File: config.mk
export PLATFORM = sky130hd
export DESIGN_NAME = dma_ctrl
export DESIGN_NICKNAME = d
export VERILOG_FILES = /design/src/rtl/dma_ctrl.sv
export SDC_FILE = /design/constraint.sdc
export NUM_CORES = 1
export LEC_CHECK = 0
export CORE_MARGIN = 3
export CORE_UTILIZATION = 25
export DETAILED_ROUTE_END_ITERATION = 12
export SYNTH_ARGS = -nofsm -noshare
export SYNTH_HDL_FRONTEND = slang
export SYNTH_SLANG_ARGS = --single-unit
File: constraint.sdc
create_clock -name clk -period 3.11 [get_ports clk]
set_input_delay 0.622 -clock clk [delete_from_list [all_inputs] [get_ports clk]]
set_output_delay 0.622 -clock clk [all_outputs]
set_load 0.03 [all_outputs]
File: src/rtl/dma_ctrl.sv
// Atari ST floppy-path DMA controller: register window, fdc pass-through, address/count FSM.
// Optional macro DMA_ACSI_EN routes index-0 pass-through to acsi_sel when mode[3] is set.
module dma_ctrl #(
  parameter int unsigned SECTOR_BYTES = 512
) (
  input  logic        clk,
  input  logic        reset_n,
  input  logic        clk_en,
  input  logic        cpu_sel,
  input  logic [2:0]  cpu_addr,
  input  logic        cpu_rw,
  input  logic [15:0] cpu_din,
  output logic [15:0] cpu_dout,
  output logic        fdc_sel,
  output logic [1:0]  fdc_addr,
  output logic        fdc_rw,
  output logic [7:0]  fdc_din,
  input  logic [7:0]  fdc_dout,
  input  logic        fdc_drq,
  output logic        dma_ack,
  input  logic        io_sector_done,
  input  logic        io_last,
  input  logic [2:0]  io_status_sel,
  output logic [7:0]  io_status_byte,
  output logic        acsi_sel
);

  typedef enum logic [1:0] {
    S_IDLE,
    S_STEP,
    S_ACK
  } state_t;

  localparam logic [23:0] LP_INC = 24'(SECTOR_BYTES);

  state_t      r_state, w_state_nxt;
  logic [8:0]  r_mode, w_mode_nxt;
  logic [7:0]  r_cnt, w_cnt_nxt, w_cnt_dec;
  logic [23:0] r_addr, w_addr_nxt;
  logic        r_err_n, w_err_nxt;
  logic        r_last, w_last_nxt;

  logic w_wr, w_wr_cnt, w_wr_mode, w_dir_flip;
  logic w_wr_hi, w_wr_mid, w_wr_lo, w_wr_addr;
  logic w_pass, w_acsi_route, w_cnt_nz, w_busy, w_rd;
  logic w_unused;

  assign w_wr       = clk_en && cpu_sel && !cpu_rw;
  assign w_wr_cnt   = w_wr && (cpu_addr == 3'd0) && r_mode[4];
  assign w_wr_mode  = w_wr && (cpu_addr == 3'd1);
  assign w_dir_flip = w_wr_mode && (cpu_din[8] != r_mode[8]);
  assign w_wr_hi    = w_wr && (cpu_addr == 3'd2);
  assign w_wr_mid   = w_wr && (cpu_addr == 3'd3);
  assign w_wr_lo    = w_wr && (cpu_addr == 3'd4);
  assign w_wr_addr  = w_wr_hi || w_wr_mid || w_wr_lo;
  assign w_rd       = cpu_sel && cpu_rw;
  assign w_cnt_nz   = (r_cnt != '0);
  assign w_busy     = (r_state != S_IDLE);

`ifdef DMA_ACSI_EN
  assign w_acsi_route = r_mode[3];
`else
  assign w_acsi_route = 1'b0;
`endif

  assign w_pass   = cpu_sel && (cpu_addr == 3'd0) && !r_mode[4];
  assign fdc_sel  = w_pass && !w_acsi_route;
  assign acsi_sel = w_pass && w_acsi_route;
  assign fdc_addr = r_mode[2:1];
  assign fdc_rw   = cpu_rw;
  assign fdc_din  = cpu_din[7:0];

  assign w_unused = ^{cpu_din[15:9], r_mode[7:5], r_mode[0]};

  // CPU writes are applied after the STEP update so they take precedence.
  always_comb begin
    w_cnt_dec = w_cnt_nz ? (r_cnt - 8'd1) : '0;

    w_cnt_nxt = r_cnt;
    if (r_state == S_STEP) w_cnt_nxt = w_cnt_dec;
    if (w_wr_cnt)          w_cnt_nxt = cpu_din[7:0];
    if (w_dir_flip)        w_cnt_nxt = '0;

    w_addr_nxt = r_addr;
    if ((r_state == S_STEP) && !w_wr_addr) w_addr_nxt = r_addr + LP_INC;
    if (w_wr_hi)  w_addr_nxt[23:16] = cpu_din[7:0];
    if (w_wr_mid) w_addr_nxt[15:8]  = cpu_din[7:0];
    if (w_wr_lo)  w_addr_nxt[7:0]   = cpu_din[7:0];
    w_addr_nxt[0] = 1'b0;

    w_err_nxt = r_err_n;
    if ((r_state == S_IDLE) && io_sector_done && !w_cnt_nz) w_err_nxt = 1'b0;
    if (w_dir_flip) w_err_nxt = 1'b1;

    w_mode_nxt = w_wr_mode ? cpu_din[8:0] : r_mode;
  end

  always_comb begin
    w_state_nxt = r_state;
    w_last_nxt  = r_last;
    dma_ack     = 1'b0;
    case (r_state)
      S_IDLE: begin
        if (io_sector_done && w_cnt_nz) begin
          w_state_nxt = S_STEP;
          w_last_nxt  = io_last;
        end
      end
      S_STEP: begin
        w_state_nxt = (r_last || (w_cnt_nxt == '0)) ? S_ACK : S_IDLE;
      end
      S_ACK: begin
        dma_ack     = 1'b1;
        w_state_nxt = S_IDLE;
      end
      default: w_state_nxt = S_IDLE;
    endcase
  end

  always_ff @(posedge clk or negedge reset_n) begin
    if (!reset_n) begin
      r_state <= S_IDLE;
      r_last  <= 1'b0;
    end else begin
      r_state <= w_state_nxt;
      r_last  <= w_last_nxt;
    end
  end

  always_ff @(posedge clk or negedge reset_n) begin
    if (!reset_n) begin
      r_mode  <= '0;
      r_cnt   <= '0;
      r_addr  <= '0;
      r_err_n <= 1'b1;
    end else begin
      r_mode  <= w_mode_nxt;
      r_cnt   <= w_cnt_nxt;
      r_addr  <= w_addr_nxt;
      r_err_n <= w_err_nxt;
    end
  end

  always_comb begin
    cpu_dout = '0;
    if (w_rd) begin
      case (cpu_addr)
        3'd0:    if (!r_mode[4] && !w_acsi_route) cpu_dout = {8'h00, fdc_dout};
        3'd1:    cpu_dout = {13'b0, fdc_drq, w_cnt_nz, r_err_n};
        3'd2:    cpu_dout = {8'h00, r_addr[23:16]};
        3'd3:    cpu_dout = {8'h00, r_addr[15:8]};
        3'd4:    cpu_dout = {8'h00, r_addr[7:0]};
        default: cpu_dout = '0;
      endcase
    end
  end

  always_comb begin
    io_status_byte = '0;
    case (io_status_sel)
      3'd0:    io_status_byte = r_addr[23:16];
      3'd1:    io_status_byte = r_addr[15:8];
      3'd2:    io_status_byte = r_addr[7:0];
      3'd3:    io_status_byte = r_cnt;
      3'd4:    io_status_byte = {r_mode[8], r_mode[3], 3'b000, w_busy, w_cnt_nz, r_err_n};
      default: io_status_byte = '0;
    endcase
  end

endmodule

# Word-level counts from Yosys, hierarchy flattened
# Index checks and enable logic that the tools add are counted.
# Widths: inputs -> output; s select.
# word_totals
regBits	44
input_bits	38
out_inout_bits	38
wordCells	74
# classes
reduce_logical	34
add_sub_neg	2
muxes	18
n_eq_ne	12
# op_table
cell	n
$pmux 16 s5	1
$mux 8	8
$pmux 8 s5	1
$add 24x10->24 const B	1
$mux 24	1
$logic_and 1x1->1	16
$mux 16	1
$eq 3x2->1 const B	4
$reduce_bool 2->1	5
$logic_not 8->1	1
$reduce_bool 8->1	1
$sub 8x1->8 const B	1
$eq 3x1->1 const B	2
$eq 3x3->1 const B	2
$logic_not 3->1	2
$logic_not 1->1	4
$mux 2	2
$pmux 2 s2	1
$logic_or 1x1->1	3
$mux 1	3
$eq 2x1->1 const B	1
$eq 2x2->1 const B	1
$logic_not 2->1	1
$ne 2x1->1 const B	1
2 further kinds	2

# Depth between registers and ports, before layout
# depth
depth_word	10
ltp_mapped	7
depth_no_buf	7

# Worst setup path after synthesis
# OpenSTA, ideal clock, no wires.
# synth_path
kind	input-to-output
from	in io_status_sel[0]
to	out io_status_byte[0]
n_path_buf	2
required_time_ps	2488
setup_slack_ps	395
cell_stages	4
t_arrival_ps	2093
path_cell_list	clkbuf_1 > clkbuf_1 > nand2_1 > o32ai_1
# synth_via
elab_chain_len	2
elab_cells_between_ends	6
cone_classes	eq/ne (4); mux (1); reduce/logical (1)
# synth_lines
item	line_no	source
start: declaration	23	input logic [2:0] io_status_sel,
$eq 3x3->1 (tied with other cells)	160	case (io_status_sel)
$pmux 8 s5 (*)	160	
end: declaration	24	output logic [7:0] io_status_byte,
# Mark *: on every way between the ends. The rest lies on a longest branch, timed or not.

# Worst setup path after layout
# layout_path
from	in io_status_sel[0]
to	out io_status_byte[3]
# Same word-level chain as after synthesis.

==> reports/metrics.csv <==
stage;metric;value;unit
run_status;run_status;finished, final reports clean;
yosys;yosys.area_share.simple;0.2322;
cts;cts_tree;done;
global_route;grt_pass1_wl;16340;µm
yosys;syn_avg_cell_area;9.096;µm²
yosys;ys_ff_latch;40;
placement;place_congestion;0.9010;
worst_hold_path;hp-class;primary input to asynchronous set/reset pin;
floorplan;fp.dieH;115.6;µm
floorplan;dieWidth;115.6;µm
sta;rsz0062_at_grt;false;
yosys;synth_xor_area_frac;0.01167;
setup_path;critPathMaxFanout;5;
placement;dp_hpwl;7956;µm
setup_path;r2r_cells;5;
cts;postCtsSetupRepairBufs;0;
cts;clockBufferDepth;2;
final_layout;final_area;3892;µm²
final_layout;fillers;1167;
floorplan;core;11560;µm²
yosys;synth-seq-area-share;0.3339;
sta;relSlewSlack;0.3782;
final_layout;final_common_cell;clkdlybuf4s50_1;
final_layout;drive_gt1_frac;0.2121;
detailed_routing;drc;0;
setup_path;arrival;2.38;ns
sta;finalHoldViolations;0;
cts;root_buffer;clkbuf_16;
yosys;synth-adder-area-share;0.008337;
cts;htreeDepth;2;
final_layout;multiInputGateArea;1777;µm²
detailed_routing;detail_route.first_pass.iterations;5;
setup_path;worstPathRequired;2.49;ns
final_layout;diodes;0;
yosys;yosysUniqueCellTypes;65;
cts;path_clk_slew;0.06;ns
global_route;grt_max_degree;41;
pwr;total_power;0.002457;W
placement;place.port_buffers;59;
yosys;synthArstFlopShare;1.000;
setup_path;start_kind;primary input;
setup_path;critical_path_class;primary input to output port;
sta;maxSlewViolCount;0;
final_layout;seq_area;1002;µm²
pwr;ir_drop;305.1;µV
yosys;netlist_area;3002;µm²
yosys;synth-main-ff-cell;dfrtp_1;
detailed_routing;drtIter0Drc;227;
final_layout;final_net_count;435;
floorplan;die_area;13360;µm²
yosys;synthesis.instances;330;
sta;fin_crit_sh;0.9637;
detailed_routing;wl;10290;µm
sta;fin_skew;0.005362;ns
final_layout;final_cell_mix;41 x clkdlybuf4s50_1, 39 x buf_4, 39 x dfrtp_1;
detailed_routing;wl_per_cell;19.10;µm
global_route;grt_usage;0.1575;
detailed_routing;via_per_inst;5.531;
sta;hold_slack;0.4712;ns
pwr;leakage;1.589;nW
global_route;antenna_found_initial;0;
sta;clock.fmax;333.6;MHz
cts;cts_sinks;40;
detailed_routing;antenna_left;0;
cts;numCtsBuffers;5;
global_route;grt_pass1_vias;2949;
floorplan;std_cell_rows;39;
yosys;yosys-mux-area-fraction;0.1326;
pwr;powerDensity;631.1;nW/µm²
sta;tns;0;ns
yosys;synth-compound-area-share;0.1959;
floorplan;start_util;0.2595;
setup_path;end_kind;output port;
sta;finalSetupViolations;0;
detailed_routing;via_count;2981;
yosys;synth_edf_count;0;
global_route;overflow;0;
sta;fin_crit;2.997;ns
final_layout;area_growth;29.68;%
yosys;synth_top_family_by_area;simple AND/OR/NAND/NOR gates;
floorplan;io_pins;76;
placement;place_area;3749;µm²
yosys;yosys_warnings;0;
sta;worstMarginPinSlew;0.9328;ns
run;maxCapViolCount;0;
cts;clkLatencyLatePin;0.29;ns
[path summary, 6_finish.rpt]
| check | startpoint | endpoint | slack [ns] |
|---|---|---|---|
| min in group clk | r_mode[1] | r_mode[1] | 0.51 |
| max | io_status_sel[0] | io_status_byte[3] | 0.11 |
| max reg2reg | r_cnt[2] | r_state[1] | 0.88 |
| max in group asynchronous | reset_n | r_addr[4] | 2.05 |
| min | reset_n | r_addr[8] | 0.47 |
| min reg2reg | r_mode[1] | r_mode[1] | 0.51 |
[worst max-delay path: stages]
cell and delay, ns:
clkdlybuf4s50_1 0.54, buf_4 0.19, mux4_2 0.52, nor2b_1 0.15, dlygate4sd2_1 0.35
[layer usage]
layer / vias up / wire [µm] / track usage
met3: 27 / 818 / 0.03133
met2: 151 / 4787 / 0.2500
met1: 1459 / 4384 / 0.2149
met5: - / 0 / 0
li1: 1344 / - / -
met4: 0 / 304 / 0.05321
[cells in the mapped netlist (6+ instances only)]
cell / count / area (µm²)
dfrtp_1: 39 / 975.9
nor2_1: 30 / 112.6
nand2_1: 29 / 108.9
buf_4: 20 / 150.1
mux2_2: 20 / 225.2
o21ai_0: 20 / 100.1
a21oi_1: 12 / 60.06
nand3_1: 12 / 60.06
clkbuf_1: 9 / 33.78
nor2b_1: 9 / 56.30
nor3_1: 8 / 40.04
a221o_1: 7 / 70.07
and3_1: 7 / 43.79
inv_1: 6 / 22.52
mux2i_1: 6 / 60.06
nor4_1: 6 / 37.54
[cells by family after synthesis]
| kind of cell | Yosys count |
|---|---|
| fa+ha+maj | 2 |
| buf+inv | 42 |
| other cells | 1 |
| simple gates | 130 |
| compound gates | 80 |
| xor+xnor | 4 |
| mux | 31 |
| flops | 40 |
[what timing repair did]
action / 4_1_cts / 5_1_grt
hold buffers: 0 / 0
hold endpoints to repair: 0 / 0
resized for setup: 4 / 0
setup endpoints to repair: 4 / 0
[registers in the layout, indices dropped and copies added (netlist names)]
register,flops
r_addr,23
r_cnt,8
r_err_n,1
r_last,1
r_mode,5
r_state,2
[cell type report]
class | count | share of cell area
Timing Repair Buffer | 86 | 0.1961
Sequential cell | 40 | 0.2575
Tap cell | 143 | 0.04597
Clock inverter | 2 | 0.002572
Multi-Input combinational cell | 256 | 0.4564
Clock buffer | 6 | 0.03568
Inverter | 6 | 0.005786
[report_power, final]
group          switching, W  total, W  internal (W)
Combinational      0.000555   0.00102      0.000468
Sequential         0.000231  0.000905      0.000674
Clock              0.000212  0.000528      0.000316
Total              0.000998   0.00246       0.00146
[stage by stage]
step	util	setup slack [ns]	std cells
3_3_place_gp	0.3241	-0.1123	531
4_1_cts	0.3366	0.1107	539
6_report	0.3366	0.1128	539
2_1_floorplan	-	0.3951	338
3_5_place_dp	0.3241	-0.1203	531
5_1_grt	0.3366	0.05297	539
No activity file was read; power rests on OpenSTA's default activity.
